[config.mk]
export PLATFORM = sky130hd
export DESIGN_NAME = kan_grid_streamer
export DESIGN_NICKNAME = d
export VERILOG_FILES = /design/src/rtl/kan_grid_streamer.sv
export SDC_FILE = /design/constraint.sdc
export NUM_CORES = 1
export LEC_CHECK = 0
export BUFFER_PORTS_ARGS = -buffer_cell sky130_fd_sc_hd__buf_2
export CAP_MARGIN = 20
export CORE_MARGIN = 3
export CORE_UTILIZATION = 31
export DETAILED_ROUTE_END_ITERATION = 10
export GPL_ROUTABILITY_DRIVEN = 0
export MAX_ROUTING_LAYER = met4
export PLACE_DENSITY = 0.45
export SYNTH_ARGS = -nofsm -noshare
export SYNTH_HDL_FRONTEND = slang
export SYNTH_SLANG_ARGS = --single-unit
export TNS_END_PERCENT = 50
[constraint.sdc]
create_clock -name clk -period 6.2 [get_ports clk]
set_input_delay 1.24 -clock clk [delete_from_list [all_inputs] [get_ports clk]]
set_output_delay 1.24 -clock clk [all_outputs]
set_load 0.05 [all_outputs]
[src/rtl/kan_grid_streamer.sv]
// rtl/kan_grid_streamer.sv - grid RAM replayed as an AXI-Stream channel, one sweep per pass
module kan_grid_streamer #(
    parameter int DATA_WIDTH  = 16,
    parameter int GRID_DEPTH  = 64,
    parameter int ADDR_WIDTH  = $clog2(GRID_DEPTH),
    parameter int CNT_WIDTH   = 16,
    parameter int ID_ENABLE   = 0,
    parameter int ID_WIDTH    = 8,
    parameter int DEST_ENABLE = 0,
    parameter int DEST_WIDTH  = 8,
    parameter int USER_ENABLE = 0,
    parameter int USER_WIDTH  = 8,
    parameter int OUTPUT_ID   = 1,
    parameter int OUTPUT_DEST = 0
) (
    input  logic                                          clk,
    input  logic                                          rst,
    input  logic                                          cfg_wr_en,
    input  logic [ADDR_WIDTH-1:0]                         cfg_wr_addr,
    input  logic [DATA_WIDTH-1:0]                         cfg_wr_data,
    input  logic                                          start,
    input  logic [ADDR_WIDTH:0]                           grid_len,
    input  logic [CNT_WIDTH-1:0]                          pass_count,
    output logic                                          busy,
    output logic                                          done,
    output logic                                          err_cfg,
    output logic [DATA_WIDTH-1:0]                         m_axis_grid_tdata,
    output logic                                          m_axis_grid_tvalid,
    input  logic                                          m_axis_grid_tready,
    output logic                                          m_axis_grid_tlast,
    output logic [(ID_ENABLE != 0 ? ID_WIDTH : 1)-1:0]    m_axis_grid_tid,
    output logic [(DEST_ENABLE != 0 ? DEST_WIDTH : 1)-1:0] m_axis_grid_tdest,
    output logic [(USER_ENABLE != 0 ? USER_WIDTH : 1)-1:0] m_axis_grid_tuser
);

    localparam int IDW = (ID_ENABLE != 0) ? ID_WIDTH : 1;
    localparam int DSW = (DEST_ENABLE != 0) ? DEST_WIDTH : 1;
    localparam int LW  = ADDR_WIDTH + 1;

    typedef enum logic [1:0] {
        S_IDLE,
        S_START_CHK,
        S_STREAM,
        S_FIN
    } state_t;

    state_t                 state_q, state_d;
    logic [LW-1:0]          len_q, len_d;
    logic [CNT_WIDTH-1:0]   pass_q, pass_d;
    logic [ADDR_WIDTH-1:0]  i_q, i_d;
    logic [CNT_WIDTH-1:0]   p_q, p_d;
    logic                   issued_all_q, issued_all_d;

    // Grid RAM and its read-data register (one cycle read latency).
    logic [DATA_WIDTH-1:0]  mem [GRID_DEPTH];
    logic [DATA_WIDTH-1:0]  rd_data_q;
    logic                   pend_q, pend_last_q, pend_fin_q;

    // Two-entry output FIFO; reads are only issued when a slot is guaranteed.
    logic [DATA_WIDTH-1:0]  fifo_data [2];
    logic                   fifo_last [2];
    logic                   fifo_fin  [2];
    logic                   wr_ptr_q, rd_ptr_q;
    logic [1:0]             count_q;

    logic                   cfg_ok, tvalid_int, pop, head_fin;
    logic                   can_issue, issue, issue_last, issue_fin, wr_ok;
    logic [2:0]             occ;

    // Datapath decode: legality, handshake, read-issue credit and write gating.
    always_comb begin
        cfg_ok     = (len_q != '0) && (len_q <= LW'(GRID_DEPTH)) && (pass_q != '0);
        tvalid_int = (count_q != 2'd0);
        pop        = tvalid_int && m_axis_grid_tready;
        head_fin   = fifo_fin[rd_ptr_q];
        occ        = {1'b0, count_q} + {2'b00, pend_q} - {2'b00, pop};
        can_issue  = ((state_q == S_START_CHK) && cfg_ok) ||
                     ((state_q == S_STREAM) && !issued_all_q);
        issue      = can_issue && (occ < 3'd2);
        issue_last = ({1'b0, i_q} == (len_q - LW'(1)));
        issue_fin  = issue_last && (p_q == (pass_q - CNT_WIDTH'(1)));
        wr_ok      = cfg_wr_en && (state_q == S_IDLE) &&
                     ({1'b0, cfg_wr_addr} < LW'(GRID_DEPTH));
    end

    // Next-state logic for the run FSM and the read-side point/pass counters.
    always_comb begin
        state_d      = state_q;
        len_d        = len_q;
        pass_d       = pass_q;
        i_d          = i_q;
        p_d          = p_q;
        issued_all_d = issued_all_q;
        done         = 1'b0;
        err_cfg      = 1'b0;
        case (state_q)
            S_IDLE: begin
                if (start) begin
                    state_d      = S_START_CHK;
                    len_d        = grid_len;
                    pass_d       = pass_count;
                    i_d          = '0;
                    p_d          = '0;
                    issued_all_d = 1'b0;
                end
            end
            S_START_CHK: begin
                if (!cfg_ok) begin
                    err_cfg = 1'b1;
                    done    = 1'b1;
                    state_d = S_IDLE;
                end else begin
                    state_d = S_STREAM;
                end
            end
            S_STREAM: begin
                if (pop && head_fin) begin
                    state_d = S_FIN;
                end
            end
            S_FIN: begin
                done    = 1'b1;
                state_d = S_IDLE;
            end
            default: state_d = S_IDLE;
        endcase
        if (issue) begin
            if (issue_last) begin
                i_d = '0;
                if (issue_fin) begin
                    issued_all_d = 1'b1;
                end else begin
                    p_d = p_q + CNT_WIDTH'(1);
                end
            end else begin
                i_d = i_q + ADDR_WIDTH'(1);
            end
        end
    end

    // Control state, counters, read pipeline flags and FIFO pointers.
    always_ff @(posedge clk or posedge rst) begin
        if (rst) begin
            state_q      <= S_IDLE;
            len_q        <= '0;
            pass_q       <= '0;
            i_q          <= '0;
            p_q          <= '0;
            issued_all_q <= 1'b0;
            pend_q       <= 1'b0;
            pend_last_q  <= 1'b0;
            pend_fin_q   <= 1'b0;
            wr_ptr_q     <= 1'b0;
            rd_ptr_q     <= 1'b0;
            count_q      <= 2'd0;
        end else begin
            state_q      <= state_d;
            len_q        <= len_d;
            pass_q       <= pass_d;
            i_q          <= i_d;
            p_q          <= p_d;
            issued_all_q <= issued_all_d;
            pend_q       <= issue;
            pend_last_q  <= issue_last;
            pend_fin_q   <= issue_fin;
            if (pend_q) begin
                wr_ptr_q <= ~wr_ptr_q;
            end
            if (pop) begin
                rd_ptr_q <= ~rd_ptr_q;
            end
            count_q <= count_q + {1'b0, pend_q} - {1'b0, pop};
        end
    end

    // Storage that survives reset: grid RAM, its read register and FIFO slots.
    always_ff @(posedge clk) begin
        if (wr_ok) begin
            mem[cfg_wr_addr] <= cfg_wr_data;
        end
        if (issue) begin
            rd_data_q <= mem[i_q];
        end
        if (pend_q) begin
            fifo_data[wr_ptr_q] <= rd_data_q;
            fifo_last[wr_ptr_q] <= pend_last_q;
            fifo_fin[wr_ptr_q]  <= pend_fin_q;
        end
    end

    // Stream outputs; everything reads zero whenever no beat is presented.
    always_comb begin
        busy               = (state_q != S_IDLE);
        m_axis_grid_tvalid = tvalid_int;
        m_axis_grid_tdata  = tvalid_int ? fifo_data[rd_ptr_q] : '0;
        m_axis_grid_tlast  = tvalid_int && fifo_last[rd_ptr_q];
        m_axis_grid_tid    = (ID_ENABLE != 0 && tvalid_int) ? IDW'(OUTPUT_ID) : '0;
        m_axis_grid_tdest  = (DEST_ENABLE != 0 && tvalid_int) ? DSW'(OUTPUT_DEST) : '0;
        m_axis_grid_tuser  = '0;
        if (USER_ENABLE != 0) begin
            m_axis_grid_tuser[0] = tvalid_int && head_fin;
        end
    end

endmodule

==> results.py, run 1 <==
metrics = {
    "run_status": {
        "outcome": "completed",
    },
    "timing": {
        "finalWorstSetupSlack_ns": 1.85,
        "max_freq_mhz": 230,
        "clock_skew_ns": 0.0308,
        "final_max_slew_viol_count": 0,
        "worst_pin_slew_ns": 1.09,
        "fin_crit_ns": 4.35,
        "rsz0062_at_grt": "no",
        "setup_viol": 0,
        "final.period_utilization": 0.701,
        "timing.hold.ws_ns": 0.439,
        "hold_violations": 0,
        "max_slew_margin": 0.276,
        "setup_tns_ns": 0,
    },
    "pwr": {
        "p_comb_frac": 0.203,
        "p_sw_frac": 0.275,
        "clockPowerShare": 0.342,
        "vdd_drop_max_mv": 0.289,
        "p_switching_mw": 5.41,
        "p_leak_nw": 15.9,
        "powerDensity_nw_per_um2": 383,
        "seq_power_share": 0.455,
        "internal-power_mw": 14.2,
    },
    "clocking": {
        "cts_hold_buf": 0,
        "cts_buffer_depth": 3,
        "h-tree-depth": 3,
        "postCtsSetupBuffers": 0,
        "post_cts_resized": 0,
        "clock-sinks": 1131,
        "clkTransAtPathRegs_ns": 0.06,
        "numCtsBuffers": 119,
        "cts_tree": "done",
        "clock_latency_ns": 0.72,
        "ctsRootBufferMaster": "clkbuf_16",
    },
    "run": {
        "cap_violations": 0,
    },
    "place": {
        "place_hpwl_um": 64500,
        "io_buffers": 70,
        "place_ws_ns": 1.78,
    },
    "grt": {
        "grt_pass1_vias": 21900,
        "antenna_found_initial": 11,
        "grtUsageTotal": 0.160,
        "overflow": 0,
        "grt_pass1_wl_um": 163000,
        "grt_max_degree": 85,
    },
    "drt": {
        "wl_per_cell_um": 27.4,
        "route.top_layer_used": "met4",
        "drtIter0Drc": 1809,
        "met3WireLength_um": 5490,
        "firstDrtPassIters": 5,
        "routedLengthMet1_um": 49500,
        "met2WireLength_um": 56200,
        "vias_per_cell": 4.94,
        "finalWirelength_um": 113000,
        "vias": 20500,
        "route.detailed.drc": 0,
        "drtAntennaViolNets": 0,
    },
    "worst_setup_path": {
        "endpoint_kind": "primary output",
        "crit_arrival_ns": 3.11,
        "crit_fanout": 19,
        "r2r-start": "count_q[1]",
        "required_ns": 4.96,
        "critPathKind": "reg -> out",
        "reg2reg_depth": 17,
        "r2r_end": "p_q[15]",
        "rrSetupSlack_ns": 2.31,
        "start_kind": "flop",
    },
    "hold_path": {
        "hold_class": "reg -> reg",
        "hold-path-cell-count": 0,
        "hold_start": "rd_data_q[11]",
        "hold-path-endpoint": "fifo_data[1][11]",
    },
    "floorplanning": {
        "coreArea_um2": 142000,
        "ios": 74,
        "start_util": 0.313,
        "die_width_um": 384,
        "die_h_um": 384,
        "die-area_um2": 148000,
        "row_count": 138,
    },
    "yosys": {
        "synth_top_area_share": 0.728,
        "avgSynthCellArea_um2": 22.6,
        "synth.distinct_cells": 60,
        "postSynthCellCount": 1967,
        "yosysTopAreaCell": "edfxtp_1",
        "ys_seq_area_frac": 0.759,
        "syn_area_um2": 44400,
        "ys_top_cells_by_area": "edfxtp_1, mux4_2, dfrtp_1",
        "synth_ff_type": "edfxtp_1",
        "synth_edf_count": 1076,
        "synthArstFlopShare": 0.0486,
        "ys_warn_count": 0,
        "ys_ff_latch": 1131,
    },
    "final_layout": {
        "nNetsFinal": 2211,
        "regArea_um2": 33700,
        "multi_input_area_um2": 10200,
        "final_cell_mix": "edfxtp_1, mux4_2, clkbuf_16",
        "drive_gt1_frac": 0.336,
        "layout_commonest_cell": "edfxtp_1",
        "num-fill-cells": 12900,
        "syn_to_final_growth_pct": 15.5,
    },
}
## power groups by stage
| stage | combinational (mW) | sequential [mW] | clock [mW] |
|---|---|---|---|
| global placement | 4.07 | 9.10 | 0 |
| detailed placement | 4.11 | 9.12 | 0 |
| floorplan | 2.89 | 8.92 | 0 |
| CTS | 4.12 | 8.96 | 6.94 |
| finish | 3.98 | 8.95 | 6.72 |
| global route | 4.30 | 8.98 | 7.22 |
## worst max-delay path, cell delays in order, from the launching register on
cell	delay [ns]
dfrtp_1	1.01
mux2i_1	0.17
nor2_1	0.80
buf_2	0.41
## cell usage after synthesis, types with 2 or more instances
cell type	instances
edfxtp_1	1076
mux4_2	336
nor2_1	100
clkbuf_1	56
dfrtp_1	55
nand2_1	42
mux2i_1	34
buf_2	25
mux2_2	24
xnor2_1	22
inv_1	15
nand3_1	15
nor3_1	12
and3_1	11
buf_1	11
xor2_1	11
nand3_2	10
nand2b_1	8
ha_1	7
nand4_1	7
buf_4	6
a21oi_1	5
a22o_1	5
and2_1	5
buf_6	5
nand3b_1	5
nor2b_1	5
nor4_1	5
nor4_2	5
o21ai_0	5
o31ai_1	3
or3_1	3
a21o_1	2
a31oi_1	2
nor3b_1	2
or4_1	2
or4_4	2
## cell type report
class,count,share of cell area
sequential,1131,0.658
clock buffer,150,0.0614
clock inverter,66,0.00962
inverter,15,0.00110
timing repair buffer,166,0.0240
antenna,5,0.000244
tap,1890,0.0461
multi-input combinational,720,0.200
## kinds of logic (layout without fill, tap and decap cells)
family,after synthesis,count (layout),synth area share
compound gates,32,32,0.00564
mux,394,394,0.184
other cells,1,8,0.0000845
fa+ha+maj,8,8,0.00243
xor+xnor,33,33,0.00652
buf+inv,118,397,0.0120
flops,1131,1131,0.759
simple gates,250,250,0.0295
## per-stage QoR
step / instances / total power, mW / instance area [um2] / util
after floorplan: 1969 / 11.8 / 44400 / -
after global placement: 3916 / 13.2 / 47500 / 0.335
after detailed placement: 3917 / 13.2 / 47500 / 0.335
after CTS: 4133 / 20.0 / 51100 / 0.361
after global routing: 4140 / 20.5 / 51200 / 0.361
final: 4143 / 19.6 / 51200 / 0.361
## metal layers
metal / track usage / vias up
met4: 0.0391 / 0
met5: - / -
met2: 0.257 / 472
li1: - / 8651
met1: 0.212 / 11200
met3: 0.0275 / 128
## flip-flops by register name (all words and copies together) (netlist names), named ones only
register / cells
issued_all_q: 1
pend_q: 1
rd_ptr_q: 1
i_q: 6
rd_data_q: 16
fifo_data: 32
fifo_fin: 2
pend_last_q: 1
fifo_last: 2
pend_fin_q: 1
p_q: 16
pass_q: 16
wr_ptr_q: 1
mem: 1024
len_q: 7
count_q: 2
state_q: 1
## worst max-delay path by stage
stage,end,start,depth (start not counted)
floorplan,mem[58][0],cfg_wr_addr[4],4
global placement,p_q[0],m_axis_grid_tready,15
detailed placement,p_q[15],m_axis_grid_tready,15
CTS,m_axis_grid_tdata[9],rd_ptr_q,3
global route,m_axis_grid_tdata[9],rd_ptr_q,3
finish,m_axis_grid_tdata[9],rd_ptr_q,3
No activity file was read; power rests on OpenSTA's default activity.
==> inputs of run 2 (changes only) <==
clock period = 4.1 ns   (was 6.2 ns; I/O delays follow)
==> run 2 against run 1 <==
Sequential power rose by 51%. Routed wire length rose by 0.61%. Combinational power rose by 58%. Setup slack got worse by 1.7 ns. Via count rose by 0.78%. Clock power rose by 61%. First-iteration DRC count fell by 2.3%. Largest cell class unchanged. Largest power group unchanged.
==> results.py, run 2 (same netlist as run 1, synthesis figures left out) <==
metrics = {
    "final_layout": {
        "layout_commonest_cell": "edfxtp_1",
        "final_cell_mix": "edfxtp_1, mux4_2, clkbuf_16",
        "syn_to_final_growth_pct": 16.9,
        "utilization": 0.366,
        "fin_area_um2": 51900,
        "top_regs": "mem x1024, fifo_data x32",
        "top_register": "mem",
        "largest_reg_flops": 1024,
        "final_cells": 4189,
        "drive_gt1_frac": 0.350,
        "nNetsFinal": 2246,
    },
    "grt": {
        "overflow": 0,
        "grt_pass1_vias": 21800,
        "grt_max_degree": 85,
        "antenna_found_initial": 8,
        "grtUsageTotal": 0.161,
        "grt_pass1_wl_um": 164000,
    },
    "pwr": {
        "clockPowerShare": 0.353,
        "internal-power_mw": 22.2,
        "powerDensity_nw_per_um2": 588,
        "p_switching_mw": 8.33,
        "p_sw_frac": 0.273,
        "p_comb_frac": 0.206,
        "seq_power_share": 0.441,
        "p_leak_nw": 16.2,
        "vdd_drop_max_mv": 0.383,
        "fin_total_pwr_mw": 30.5,
    },
    "worst_setup_path": {
        "required_ns": 3.28,
        "critPathKind": "reg -> out",
        "crit_arrival_ns": 3.10,
        "reg2reg_depth": 17,
        "endpoint_kind": "primary output",
        "r2r_end": "p_q[15]",
        "crit_fanout": 8,
        "rrSetupSlack_ns": 0.85,
        "r2r-start": "count_q[1]",
        "start_kind": "flop",
    },
    "clocking": {
        "ctsRootBufferMaster": "clkbuf_16",
        "clkTransAtPathRegs_ns": 0.06,
        "cts_buffer_depth": 3,
        "post_cts_resized": 0,
        "cts_tree": "done",
        "postCtsSetupBuffers": 0,
        "clock_latency_ns": 0.73,
        "clock-sinks": 1131,
        "cts_hold_buf": 0,
        "h-tree-depth": 3,
        "numCtsBuffers": 121,
    },
    "timing": {
        "finalWorstSetupSlack_ns": 0.183,
        "rsz0062_at_grt": "no",
        "clock_skew_ns": 0.0305,
        "max_slew_margin": 0.297,
        "setup_tns_ns": 0,
        "fin_crit_ns": 3.92,
        "hold_violations": 0,
        "timing.hold.ws_ns": 0.239,
        "max_freq_mhz": 255,
        "worst_pin_slew_ns": 1.06,
        "setup_viol": 0,
        "final_max_slew_viol_count": 0,
        "final.period_utilization": 0.955,
    },
    "drt": {
        "vias_per_cell": 4.93,
        "drtAntennaViolNets": 0,
        "route.detailed.drc": 0,
        "drtIter0Drc": 1768,
        "vias": 20600,
        "finalWirelength_um": 114000,
        "wl_per_cell_um": 27.2,
        "firstDrtPassIters": 5,
    },
    "hold_path": {
        "hold_class": "in -> async",
    },
    "floorplanning": {
        "die-area_um2": 148000,
        "die_width_um": 384,
        "die_h_um": 384,
        "ios": 74,
        "coreArea_um2": 142000,
        "start_util": 0.313,
        "row_count": 138,
    },
    "run_status": {
        "outcome": "completed",
    },
    "place": {
        "dp.cells": 3949,
        "post_dp_cell_area_um2": 47800,
        "place_hpwl_um": 68100,
        "io_buffers": 70,
        "place_ws_ns": 0.545,
    },
    "run": {
        "cap_violations": 0,
    },
}
==> run 2: how the worst max path moves through the flow <==
stage	startpoint	to	slack, ns	cells after the start
2_1_floorplan	count_q[1]	rd_data_q[0]	0.57	14
3_3_place_gp	m_axis_grid_tready	p_q[15]	0.55	16
3_5_place_dp	m_axis_grid_tready	p_q[15]	0.55	16
4_1_cts	pass_q[2]	done	0.08	5
5_1_grt	pass_q[2]	done	0.05	5
6_report	pass_q[2]	done	0.18	5
==> run 2: metal layers <==
metal	track usage	wire [um]	vias to the layer above
li1	-	-	8725
met5	-	0	-
met4	0.0396	1970	0
met3	0.0227	4910	134
met2	0.255	56100	477
met1	0.220	51100	11300
==> run 2: cell type report <==
| cell class | instances | area [um2] |
|---|---|---|
| fillers | 12800 | 89900 |
| flip-flops and latches | 1131 | 33700 |
| multi-input cells | 720 | 10200 |
| clock buffers | 149 | 3170 |
| well taps | 1890 | 2360 |
| repair buffers | 199 | 1560 |
| clock inverters | 81 | 754 |
| inverters | 15 | 56.3 |
| diodes | 4 | 10.0 |
==> run 2: worst max-delay path, cell delays in order (launching register included) <==
cell     delay, ns
dfrtp_1       0.46
or4_1         0.74
or4_4         0.60
nand2_1       0.09
o21a_1        0.20
buf_2         0.29
==> run 2: power by group through the flow <==
stage          registers [mW]  clock network (mW)  logic (mW)
3_5_place_dp             13.7                   0        6.45
5_1_grt                  13.5                11.6        6.74
2_1_floorplan            13.5                   0        4.38
6_report                 13.5                10.8        6.27
4_1_cts                  13.5                11.1        6.47
3_3_place_gp             13.7                   0        6.39
